File: config.mk
export PLATFORM = sky130hd
export DESIGN_NAME = gerador_de_periodos
export DESIGN_NICKNAME = d
export VERILOG_FILES = /design/src/rtl/gerador_pkg.sv /design/src/rtl/base_de_tempo_ms.sv /design/src/rtl/gerador_de_periodos.sv
export SDC_FILE = /design/constraint.sdc
export NUM_CORES = 1
export LEC_CHECK = 0
export CAP_MARGIN = 10
export CORE_MARGIN = 2
export CORE_UTILIZATION = 27
export DETAILED_ROUTE_END_ITERATION = 16
export DONT_BUFFER_PORTS = 1
export GPL_TIMING_DRIVEN = 0
export PLACE_DENSITY = 0.5
export REMOVE_ABC_BUFFERS = 1
export SLEW_MARGIN = 20
export SYNTH_ARGS = -nofsm -noshare
export SYNTH_HDL_FRONTEND = slang
export SYNTH_HIERARCHICAL = 1
export SYNTH_SLANG_ARGS = --single-unit
File: constraint.sdc
create_clock -name clk -period 7.67 [get_ports clk]
set_input_delay 1.9175 -clock clk [delete_from_list [all_inputs] [get_ports clk]]
set_output_delay 1.9175 -clock clk [all_outputs]
set_load 0.02 [all_outputs]
File: src/rtl/gerador_pkg.sv
// Shared types and defaults for the period generator and its time base.
package gerador_pkg;

  typedef enum logic [1:0] {
    ESTACIONADO = 2'd0,
    ALTO        = 2'd1,
    BAIXO       = 2'd2,
    FEITO       = 2'd3
  } estado_t;

  localparam int unsigned PERIODO_MIN_MS_PADRAO = 2;

  // Upper half of a period, ceil(p/2), written without p+1 so 32'hFFFFFFFF cannot overflow.
  function automatic logic [31:0] meio_superior(input logic [31:0] p);
    return p - (p >> 1);
  endfunction

endpackage

File: src/rtl/base_de_tempo_ms.sv
// Millisecond time base: one-cycle tick_ms every CICLOS_POR_MS cycles, phase-aligned to clear.
// Latency: first tick in the CICLOS_POR_MS-th cycle after clear drops; no backpressure.
module base_de_tempo_ms #(
  parameter int unsigned CICLOS_POR_MS = 1000
) (
  input  logic clk,
  input  logic rst_n,
  input  logic clear,
  output logic tick_ms
);

  localparam int unsigned W = (CICLOS_POR_MS > 1) ? $clog2(CICLOS_POR_MS) : 1;
  localparam logic [W-1:0] ULTIMO = W'(CICLOS_POR_MS - 1);

  logic [W-1:0] cnt_ciclos;

  always_ff @(posedge clk or negedge rst_n) begin
    if (!rst_n) begin
      cnt_ciclos <= '0;
    end else if (clear || cnt_ciclos == ULTIMO) begin
      cnt_ciclos <= '0;
    end else begin
      cnt_ciclos <= cnt_ciclos + 1'b1;
    end
  end

  assign tick_ms = !clear && (cnt_ciclos == ULTIMO);

endmodule

File: src/rtl/gerador_de_periodos.sv
// Square-wave generator: n_periodos periods of periodo_ms ms, high half first; 1-cycle start latency.
// start is only honoured while ready; GERADOR_CONTINUO_EN makes n_periodos=0 run until stop.
module gerador_de_periodos
  import gerador_pkg::*;
#(
  parameter int unsigned CICLOS_POR_MS  = 1000,
  parameter int unsigned PERIODO_MIN_MS = PERIODO_MIN_MS_PADRAO
) (
  input  logic        clk,
  input  logic        rst_n,
  input  logic        start,
  input  logic [31:0] periodo_ms,
  input  logic [15:0] n_periodos,
  input  logic        stop,
  output logic        sinal_out,
  output logic        ready,
  output logic        done,
  output logic        erro,
  output logic [15:0] periodos_gerados
);

  estado_t     estado, estado_prox;
  logic [31:0] periodo_lat;
  logic [15:0] n_lat;
  logic [31:0] ms_cnt;
  logic [15:0] contagem, contagem_prox;
  logic [31:0] meio_alto, meio_baixo;
  logic        tick_ms;
  logic        params_ok, aceita, rejeita;
  logic        fim_alto, fim_baixo, pula_baixo, fim_fase, fim_periodo;
  logic        ultimo_periodo, em_execucao;
  logic        erro_q;

  assign meio_alto  = meio_superior(periodo_lat);
  assign meio_baixo = periodo_lat >> 1;
  assign pula_baixo = (meio_baixo == '0);

`ifdef GERADOR_CONTINUO_EN
  assign params_ok = (periodo_ms >= 32'(PERIODO_MIN_MS));
`else
  assign params_ok = (periodo_ms >= 32'(PERIODO_MIN_MS)) && (n_periodos != '0);
`endif

  assign aceita  = (estado == ESTACIONADO) && start && params_ok;
  assign rejeita = (estado == ESTACIONADO) && start && !params_ok;

  base_de_tempo_ms #(
    .CICLOS_POR_MS(CICLOS_POR_MS)
  ) u_base_de_tempo_ms (
    .clk    (clk),
    .rst_n  (rst_n),
    .clear  (estado == ESTACIONADO),
    .tick_ms(tick_ms)
  );

  // Phases are whole milliseconds, so the free-running cycle counter stays aligned across phases.
  assign fim_alto    = tick_ms && (ms_cnt == meio_alto - 32'd1);
  assign fim_baixo   = tick_ms && (ms_cnt == meio_baixo - 32'd1);
  assign em_execucao = (estado == ALTO) || (estado == BAIXO);
  assign fim_fase    = ((estado == ALTO) && fim_alto) || ((estado == BAIXO) && fim_baixo);
  assign fim_periodo = ((estado == BAIXO) && fim_baixo) ||
                       ((estado == ALTO) && fim_alto && pula_baixo);

  // Saturating count; n_lat=0 (continuous) never matches, so the run only ends on stop.
  assign contagem_prox  = (contagem == 16'hFFFF) ? contagem : contagem + 16'd1;
  assign ultimo_periodo = (n_lat != '0) && (contagem_prox == n_lat);

  always_ff @(posedge clk or negedge rst_n) begin
    if (!rst_n) begin
      estado <= ESTACIONADO;
    end else begin
      estado <= estado_prox;
    end
  end

  always_comb begin
    estado_prox = estado;
    sinal_out   = 1'b0;
    ready       = 1'b0;
    done        = 1'b0;
    case (estado)
      ESTACIONADO: begin
        ready = 1'b1;
        if (aceita) begin
          estado_prox = ALTO;
        end
      end
      ALTO: begin
        sinal_out = 1'b1;
        if (stop) begin
          estado_prox = FEITO;
        end else if (fim_alto) begin
          if (!pula_baixo) begin
            estado_prox = BAIXO;
          end else begin
            estado_prox = ultimo_periodo ? FEITO : ALTO;
          end
        end
      end
      BAIXO: begin
        if (stop) begin
          estado_prox = FEITO;
        end else if (fim_baixo) begin
          estado_prox = ultimo_periodo ? FEITO : ALTO;
        end
      end
      FEITO: begin
        done        = 1'b1;
        estado_prox = ESTACIONADO;
      end
      default: begin
        estado_prox = ESTACIONADO;
      end
    endcase
  end

  always_ff @(posedge clk or negedge rst_n) begin
    if (!rst_n) begin
      periodo_lat <= '0;
      n_lat       <= '0;
      ms_cnt      <= '0;
      contagem    <= '0;
      erro_q      <= 1'b0;
    end else begin
      erro_q <= rejeita;
      if (aceita) begin
        periodo_lat <= periodo_ms;
        n_lat       <= n_periodos;
        ms_cnt      <= '0;
        contagem    <= '0;
      end else if (em_execucao && !stop) begin
        // stop wins over a coinciding phase end: the count stays frozen.
        if (fim_periodo) begin
          contagem <= contagem_prox;
        end
        if (fim_fase) begin
          ms_cnt <= '0;
        end else if (tick_ms) begin
          ms_cnt <= ms_cnt + 32'd1;
        end
      end
    end
  end

  assign erro             = erro_q;
  assign periodos_gerados = contagem;

endmodule

## Yosys cells after proc, flatten, opt, wreduce, memory -nomap -nowiden

Cells that the tools add are included.

- Add/sub/neg operators: 6
- Magnitude comparators: 1
- Eq/ne operators: 11
- Muxes and demuxes: 20
- Reduce and logical (&&, ||, !) cells: 29

Operators with widths:

| cell | number |
|---|---|
| 32-bit 2-to-1 mux | 4 |
| 32-bit equality test | 2 |
| 16-bit 2-to-1 mux | 4 |
| 32-bit by 1-bit adder with 32-bit output, second input constant | 1 |
| 32-bit by 2-bit greater-or-equal comparator with 1-bit output, second input constant | 1 |
| 32-bit zero test | 1 |
| 16-bit nonzero test | 2 |
| 31-bit by 1-bit subtractor with 32-bit output, second input constant | 1 |
| 32-bit by 1-bit subtractor with 32-bit output, second input constant | 1 |
| 32-bit by 31-bit subtractor with 32-bit output | 1 |
| 16-bit by 1-bit adder with 16-bit output, second input constant | 1 |
| 16-bit equality test | 1 |
| 16-bit equality test, second input constant | 1 |
| 2-bit 2-to-1 mux | 7 |
| 1-bit logical AND | 12 |
| 10-bit by 1-bit adder with 10-bit output, second input constant | 1 |
| 10-bit equality test, second input constant | 1 |
| 10-bit 2-to-1 mux | 1 |
| 2-bit case mux with 4 select lines | 1 |
| 3-bit != test, second input constant | 2 |
| 2-bit equality test, second input constant | 2 |
| 1-bit logical OR | 4 |
| 2-bit AND reduction | 2 |
| 2-bit nonzero test | 2 |
| 7 further kinds | 11 |

- Bits in registers: 109
- Output and inout port bits: 20
- Logic and storage cells: 74

## Depth between registers and ports, before layout

Gate-level depths: netlist (run 1).

- Depth in word-level cells: 10
- Gate-level depth with buffers: 17

## Hierarchy

Netlist (run 1), hierarchy kept.

By module, submodules not included:

| module | times used | cells each | area an instance (um2) | seq. area each (um2) |
|---|---|---|---|---|
| gerador_de_periodos | 1 | 1236 | 9709.3 | 2477.4 |
| base_de_tempo_ms | 1 | 52 | 533.0 | 250.2 |

## Worst setup path after synthesis (run 1)

Ideal clock, no wire load.

- Path kind: flip-flop to flip-flop
- From: register periodo_lat[1]
- To: register ms_cnt[11]
- Library setup time: 0.126 ns
- Arrival time: 4.093 ns
- Required time: 7.544 ns
- Slack: 3.450 ns
- Cell stages (with the launch flop): 17
- Buffers on the path: 1
- Cells stage by stage: dfrtp_1 > inv_1 > ha_1 > fa_1 > nor2b_1 > o311ai_2 > a31oi_1 > a21oi_1 > xnor2_1 > o2111ai_1 > or4_1 > nor4_2 > nand4_2 > o21ai_2 > nor2_1 > clkbuf_1 > a221o_1

- Word-level cells in the longest chain between the ends: 9

RTL lines:

| element | line | RTL |
|---|---|---|
| start: declaration | gerador_de_periodos.sv:23 | `logic [31:0] periodo_lat;` |
| start signal: assignment | gerador_de_periodos.sv:127 | `periodo_lat <= periodo_ms;` |
| 32-bit by 31-bit subtractor with 32-bit output | gerador_pkg.sv:15 | `return p - (p >> 1);` |
| 32-bit by 1-bit subtractor with 32-bit output | gerador_de_periodos.sv:57 | `assign fim_alto = tick_ms && (ms_cnt == meio_alto - 32'd1);` |
| 32-bit equality test | gerador_de_periodos.sv:57 |  |
| 1-bit logical AND | gerador_de_periodos.sv:57 |  |
| 1-bit logical AND | gerador_de_periodos.sv:60 | `assign fim_fase = ((estado == ALTO) && fim_alto) \|\| ((estado == BAIXO) && fim_baixo);` |
| 1-bit logical OR * | gerador_de_periodos.sv:60 |  |
| 32-bit 2-to-1 mux | gerador_de_periodos.sv:136 | `if (fim_fase) begin` |
| 32-bit 2-to-1 mux | gerador_de_periodos.sv:131 | `end else if (em_execucao && !stop) begin` |
| 32-bit 2-to-1 mux | gerador_de_periodos.sv:126 | `if (aceita) begin` |
| end signal: assignment | gerador_de_periodos.sv:139 | `ms_cnt <= ms_cnt + 32'd1;` |
| end: declaration | gerador_de_periodos.sv:25 | `logic [31:0] ms_cnt;` |

Every way passes the cells marked *; elsewhere a longest branch is shown, timed or not. The select of a mux whose other input is x is not followed.
A chain may end at the register's enable or synchronous reset.

## Worst setup path in the final report (run 1)

- From: register periodo_lat[1]
- To: register ms_cnt[10]

Same word-level chain as after synthesis.

==> results of run 1 <==
==> registers in the layout, summed over array words and instances, names as in the netlist <==
register                       flops
n_lat                             16
estado                             2
u_base_de_tempo_ms/cnt_ciclos     10
erro                               1
periodo_lat                       32
periodos_gerados                  16
ms_cnt                            32
==> layout make-up <==
class,count,area (um2)
Timing Repair Buffer,4,60.1
Clock buffer,10,239
Clock inverter,6,86.3
Tap cell,511,639
Inverter,80,300
Fill cell,4115,26500
Multi-Input combinational cell,1033,6960
Sequential cell,109,2730
==> metal layers <==
metal,GRT usage [%],vias to the layer above,routed length [um]
met5,0,-,13
met4,5.09,2,867
met3,3.42,51,1700
met2,28.0,217,15300
met1,21.2,4491,14300
li1,-,4497,-
==> through the flow <==
step	instances	utilization, %	power (W)	hold WS (ns)	worst slack, ns
CTS	1753	29.4	0.00486	0.522	1.91
global placement	1733	28.3	0.00428	0.507	-3.30
detailed placement	1737	28.5	0.00430	0.510	1.98
finish	1753	29.4	0.00486	0.524	1.89
floorplan	1222	-	0.00340	0.452	0.853
global route	1753	29.4	0.00528	0.538	1.54
==> power by group <==
part / switching (W) / leakage (nW) / total [W] / internal, W
combinational: 0.00210 / 2.82 / 0.00341 / 0.00131
sequential: 0.000198 / 1.43 / 0.000914 / 0.000716
clock: 0.000259 / 0.160 / 0.000532 / 0.000273
total: 0.00256 / 4.41 / 0.00486 / 0.00230
==> worst max-delay path, cell delays in order (launching register included) <==
cell and delay (ns):
dfrtp_1 0.52, inv_1 0.16, ha_1 0.23, fa_1 0.41
nor2b_1 0.17, o311ai_2 0.34, a21oi_1 0.19, o31ai_1 0.50
a21boi_0 0.23, o21ai_0 0.19, or3b_2 0.48, nor4_1 0.34
nand4_2 0.26, o21ai_2 0.90, nor2_2 0.21, buf_8 0.24
a221o_1 0.29
==> cell usage in the layout, fill, tap and decap left out, types with 6 or more instances in the layout <==
cell type  netlist  routed
nor2b_1         23      23
nand3_1         50      50
a31oi_1         14      14
a21o_1           9       9
nor4_1          37      37
a21boi_0         8       8
a21oi_1         60      60
nor2_1          80      77
nand2_1        159     159
ha_1            86      86
and2_1           7       7
a22o_1          17      17
nor3b_1          8       8
nand2b_1        18      18
clkbuf_16        0       9
xor2_1          31      31
o31ai_1         26      26
a211oi_1         6       6
nand4_1         24      24
o211ai_1        10      10
and3_1          18      18
o21ai_0         93      93
nor3_1          28      28
inv_1           79      79
xnor2_1         89      89
dfrtp_1        109     109
==> worst paths after layout <==
kind	from	endpoint	slack (ns)	cells after the start
min in group asynchronous	rst_n	periodos_gerados[3]	1.23	0
max	periodo_lat[1]	ms_cnt[10]	1.89	16
max reg2reg	periodo_lat[1]	ms_cnt[10]	1.89	16
min reg2reg	u_base_de_tempo_ms/cnt_ciclos[0]	u_base_de_tempo_ms/cnt_ciclos[0]	0.52	1
max in group asynchronous	rst_n	periodo_lat[15]	6.25	0
min	u_base_de_tempo_ms/cnt_ciclos[0]	u_base_de_tempo_ms/cnt_ciclos[0]	0.52	1
==> logic make-up after synthesis <==
group,Yosys count,share of synthesized area (%)
AO/OA/AOI/OAI,323,21.3
XOR/XNOR,120,10.3
adder cells (fa/ha/maj),87,10.7
buffers and inverters,146,5.59
flip-flops,109,26.6
multiplexers,8,0.843
AND/OR/NAND/NOR,495,24.6
==> summary.txt, run 1 <==
Synth
  – Synth Cell Area: 10,200 um2
  – Synth top area cells: dfrtp_1 27%, ha_1 11%, xnor2_1 7.6%
  – Sequential share of the synthesized area: 26.6%
  – Syn avg cell area: 7.95 um2
  – Distinct cells, synth: 91
  – Commonest cells in the synthesized netlist: 159 x nand2_1, 109 x dfrtp_1, 93 x o21ai_0
  – Synthesis Warnings: 6
  – Top-count cell post-synth: nand2_1
  – Top FF cell, synth: dfrtp_1
  – Cell count after synthesis: 1,288
  – Top-area cell type share of the netlist area: 26.6%
  – Seq cells post-synth: 109
  – Async set-reset flop share out of synthesis: 100%
  – Leading area contributor after synthesis: dfrtp_1
  – Post-synth EDFFs: 0

STA
  – Final Hold Viols: 0
  – Fmax: 173 MHz
  – Total negative slack: 0 ns
  – Skew final: 0.0129 ns
  – # setup viols final: 0
  – Max-slew violation count: 0
  – Slew @ Worst Pin: 1.12 ns
  – Tmin final: 5.78 ns
  – Slew margin rel.: 24.1%
  – Final period utilization: 75.4%
  – RSZ-0062 raised after global routing: no

Clock network
  – CTS tree: done
  – Clock sink total: 109
  – Clock transition at the registers of the reported paths: 0.09 ns
  – H-tree depth: 3
  – Clk Latency, worst-skew pair: 0.37 ns
  – Resize count post-CTS: 0
  – Deepest clock path buffer count: 2
  – Post-CTS Setup Bufs: 0
  – Root Buffer: clkbuf_16
  – Hold buffer count at CTS: 0
  – CTS buffer count: 9

Pwr
  – Pwr Density: 441 nW/um2
  – P_leak: 4.41 nW
  – Max IR drop VDD: 0.000216 V

Cells and area
  – Antenna cells: 0
  – Fin nets: 1,376
  – Final instance area: 11,000 um2
  – Share of layout cells above drive strength 1: 4.67%
  – Area Growth Syn to Fin: 7.53%

Job
  – Maxcap violations: 0

Route
  – Vias per std cell: 5.28
  – DR vias: 9,258
  – Initial DRC count: 533
  – Drt total wl: 32,300 um
  – DRT Pass-1 Iters: 5
  – DRC violations left: 0
  – Drt wl/cell: 18.4 um
  – Post-DRT Antenna Nets: 0

Place
  – Gpl congestion: 0.900
  – DP Area: 10,700 um2
  – DP Wirelength: 25,800 um
  – Port bufs: 0

Global routing
  – Largest net degree at the start of global routing: 110
  – First-pass GRT wire length: 51,000 um
  – Number of global-route vias before repair: 9,221
  – Overall routing resource usage: 16.6%
  – Gr ovfl total: 0
  – Initial antenna violation count: 1

Critical path
  – Required time of the worst setup path: 7.93 ns
  – Startpoint types: flip-flop
  – WP data arrival: 6.04 ns
  – CP endpoint kind: flip-flop
  – Crit Path Max Fanout: 28
  – Crit Path Class: reg2reg

Min path
  – Min-delay worst type: reg2reg

Floorplanning
  – Die Footprint: 39,500 um2
  – Die H: 199 um
  – Ports: 72
  – Initial Util: 27.3%
  – Die X-Extent: 199 um
  – Rows: 71
  – CORE AREA: 37,500 um2

Run status
  – Outcome: complete, no violations
Note: power is estimated with default switching activity, not from simulation.
==> run 2: changes to the inputs <==
--- a/config.mk
+++ b/config.mk
@@ -11,7 +11,7 @@
 export DETAILED_ROUTE_END_ITERATION = 16
 export DONT_BUFFER_PORTS = 1
 export GPL_TIMING_DRIVEN = 0
-export PLACE_DENSITY = 0.5
+export PLACE_DENSITY = 0.52
 export REMOVE_ABC_BUFFERS = 1
 export SLEW_MARGIN = 20
 export SYNTH_ARGS = -nofsm -noshare
==> constraint.sdc (replaced) <==
create_clock -name clk -period 5.15 [get_ports clk]
set_input_delay 1.2875 -clock clk [delete_from_list [all_inputs] [get_ports clk]]
set_output_delay 1.2875 -clock clk [all_outputs]
set_load 0.02 [all_outputs]
==> run 2 against run 1 <==
Compared with the run above: first-iteration DRC count is 7.9% higher; wire length is 1.6% higher; cell count is 0.40% higher; die area stayed put; sequential power is 50% higher; clock skew is 0.00092 ns higher; critical path type unchanged; critical endpoint is now periodos_gerados[5].
==> summary.txt, run 2 (synthesized netlist as in run 1, its figures left out) <==
Min path
  – Min-delay worst type: reg2reg
  – WHS Path Cells: 1
  – Hold_sp: u_base_de_tempo_ms/cnt_ciclos[0]

Critical path
  – Startpoint types: flip-flop
  – Critical Path Start: periodo_lat[1]
  – Required time of the worst setup path: 5.41 ns
  – Crit Path Max Fanout: 21
  – Setup crit end: periodos_gerados[5]
  – Worst r2r dst: periodos_gerados[5]
  – Crit Path Class: reg2reg
  – FF-to-FF path depth: 15
  – Reg2reg start: periodo_lat[1]
  – WP data arrival: 5.13 ns
  – CP endpoint kind: flip-flop
  – Reg2Reg Setup Slack: 0.28 ns

Global routing
  – First-pass GRT wire length: 51,000 um
  – Initial antenna violation count: 1
  – Number of global-route vias before repair: 9,103
  – Overall routing resource usage: 16.7%
  – Largest net degree at the start of global routing: 110
  – Gr ovfl total: 0

Floorplanning
  – Rows: 71
  – Ports: 72
  – Initial Util: 27.3%
  – Die X-Extent: 199 um
  – Die Footprint: 39,500 um2
  – Die H: 199 um
  – CORE AREA: 37,500 um2

Route
  – Drt total wl: 32,800 um
  – Vias per std cell: 5.27
  – Drt wl/cell: 18.6 um
  – DRT Pass-1 Iters: 5
  – Initial DRC count: 575
  – Post-DRT Antenna Nets: 0
  – DRC violations left: 0
  – DR vias: 9,277

Cells and area
  – Share of layout cells above drive strength 1: 5.92%
  – Area Growth Syn to Fin: 8.62%
  – Biggest registers after layout: ms_cnt (32), periodo_lat (32)
  – Fillcell total: 4,115
  – Antenna cells: 0
  – Commonest cells after routing, fill and taps aside: 159 x nand2_1, 108 x dfrtp_1, 93 x o21ai_0
  – Final Core Density: 29.7%
  – Fin nets: 1,383
  – Commonest non-fill, non-tap cell in the layout: nand2_1

STA
  – RSZ-0062 raised after global routing: no
  – Total negative slack: 0 ns
  – Skew final: 0.0138 ns
  – Final Hold Viols: 0
  – Slew margin rel.: 44.9%
  – Max-slew violation count: 0
  – Tmin final: 4.87 ns
  – Setup WS post-layout: 0.284 ns
  – # setup viols final: 0
  – Fmax: 206 MHz
  – Slew @ Worst Pin: 0.819 ns
  – Final period utilization: 94.5%

Place
  – Gpl congestion: 0.885
  – Port bufs: 0
  – DP Wirelength: 25,700 um
  – Pre-CTS setup slack: -0.577 ns

Clock network
  – Root Buffer: clkbuf_16
  – CTS tree: done
  – CTS buffer count: 9
  – H-tree depth: 3
  – Clock sink total: 109
  – Clock transition at the registers of the reported paths: 0.08 ns
  – Clk Latency, worst-skew pair: 0.38 ns
  – Deepest clock path buffer count: 2
  – Hold buffer count at CTS: 0

Pwr
  – Pwr Density: 657 nW/um2
  – Max IR drop VDD: 0.000330 V
  – P_leak: 4.46 nW

Run status
  – Outcome: complete, no violations

Job
  – Maxcap violations: 0
==> run 2: worst min-delay path by stage <==
| stage | end | slack [ns] |
|---|---|---|
| global route | u_base_de_tempo_ms/cnt_ciclos[0] | 0.53 |
| finish | u_base_de_tempo_ms/cnt_ciclos[0] | 0.51 |
| CTS | u_base_de_tempo_ms/cnt_ciclos[0] | 0.52 |
| global placement | u_base_de_tempo_ms/cnt_ciclos[0] | 0.50 |
| floorplan | periodo_lat[0] | 0.45 |
| detailed placement | u_base_de_tempo_ms/cnt_ciclos[0] | 0.51 |
==> run 2: critical path: stages (launching register included) <==
cell      delay [ns]
dfrtp_2         0.46
inv_1           0.12
ha_1            0.23
fa_1            0.41
nor2b_1         0.17
o311ai_2        0.30
a21oi_1         0.18
o31ai_2         0.36
a21boi_0        0.21
o21ai_0         0.17
or3b_2          0.47
nor4_1          0.35
nand4_2         0.17
o31a_4          0.47
or2_4           0.33
o41ai_1         0.33
==> run 2: area by class of cell <==
| type | instances | area [um2] | area share [%] |
|---|---|---|---|
| Clock inverter | 6 | 86.3 | 0.776 |
| Tap cell | 511 | 639 | 5.75 |
| Timing Repair Buffer | 10 | 105 | 0.945 |
| Inverter | 80 | 300 | 2.70 |
| Clock buffer | 10 | 239 | 2.15 |
| Sequential cell | 109 | 2730 | 24.5 |
| Multi-Input combinational cell | 1034 | 7030 | 63.2 |
==> run 2: layer usage <==
layer / part of all wire, % / track usage, % / up-vias
met5: 0.040 / 0 / -
met4: 2.4 / 4.92 / 2
met3: 4.8 / 3.46 / 49
met2: 48 / 28.6 / 186
met1: 45 / 21.1 / 4524
li1: - / - / 4516
==> run 2: timing repair <==
action                                  in CTS  in global routing
pin swaps                                    2                  1
cloned                                       1                  0
buffers inserted                             1                  5
resized for setup                            7                  6
endpoints found under the setup margin      48                 38
==> run 2: through the flow <==
step                hold WS (ns)  instances  area, um2  total power, W
finish                     0.512       1760      11100         0.00731
global route               0.533       1760      11100         0.00791
CTS                        0.519       1755      11100         0.00727
detailed placement         0.505       1737      10700         0.00640
global placement           0.503       1733      10600         0.00638
floorplan                  0.452       1222       9970         0.00507
==> run 2: power by group <==
group          switching [W]  internal [W]  total [W]
combinational        0.00317       0.00198    0.00515
clock               0.000384      0.000406   0.000789
sequential          0.000299       0.00107    0.00137
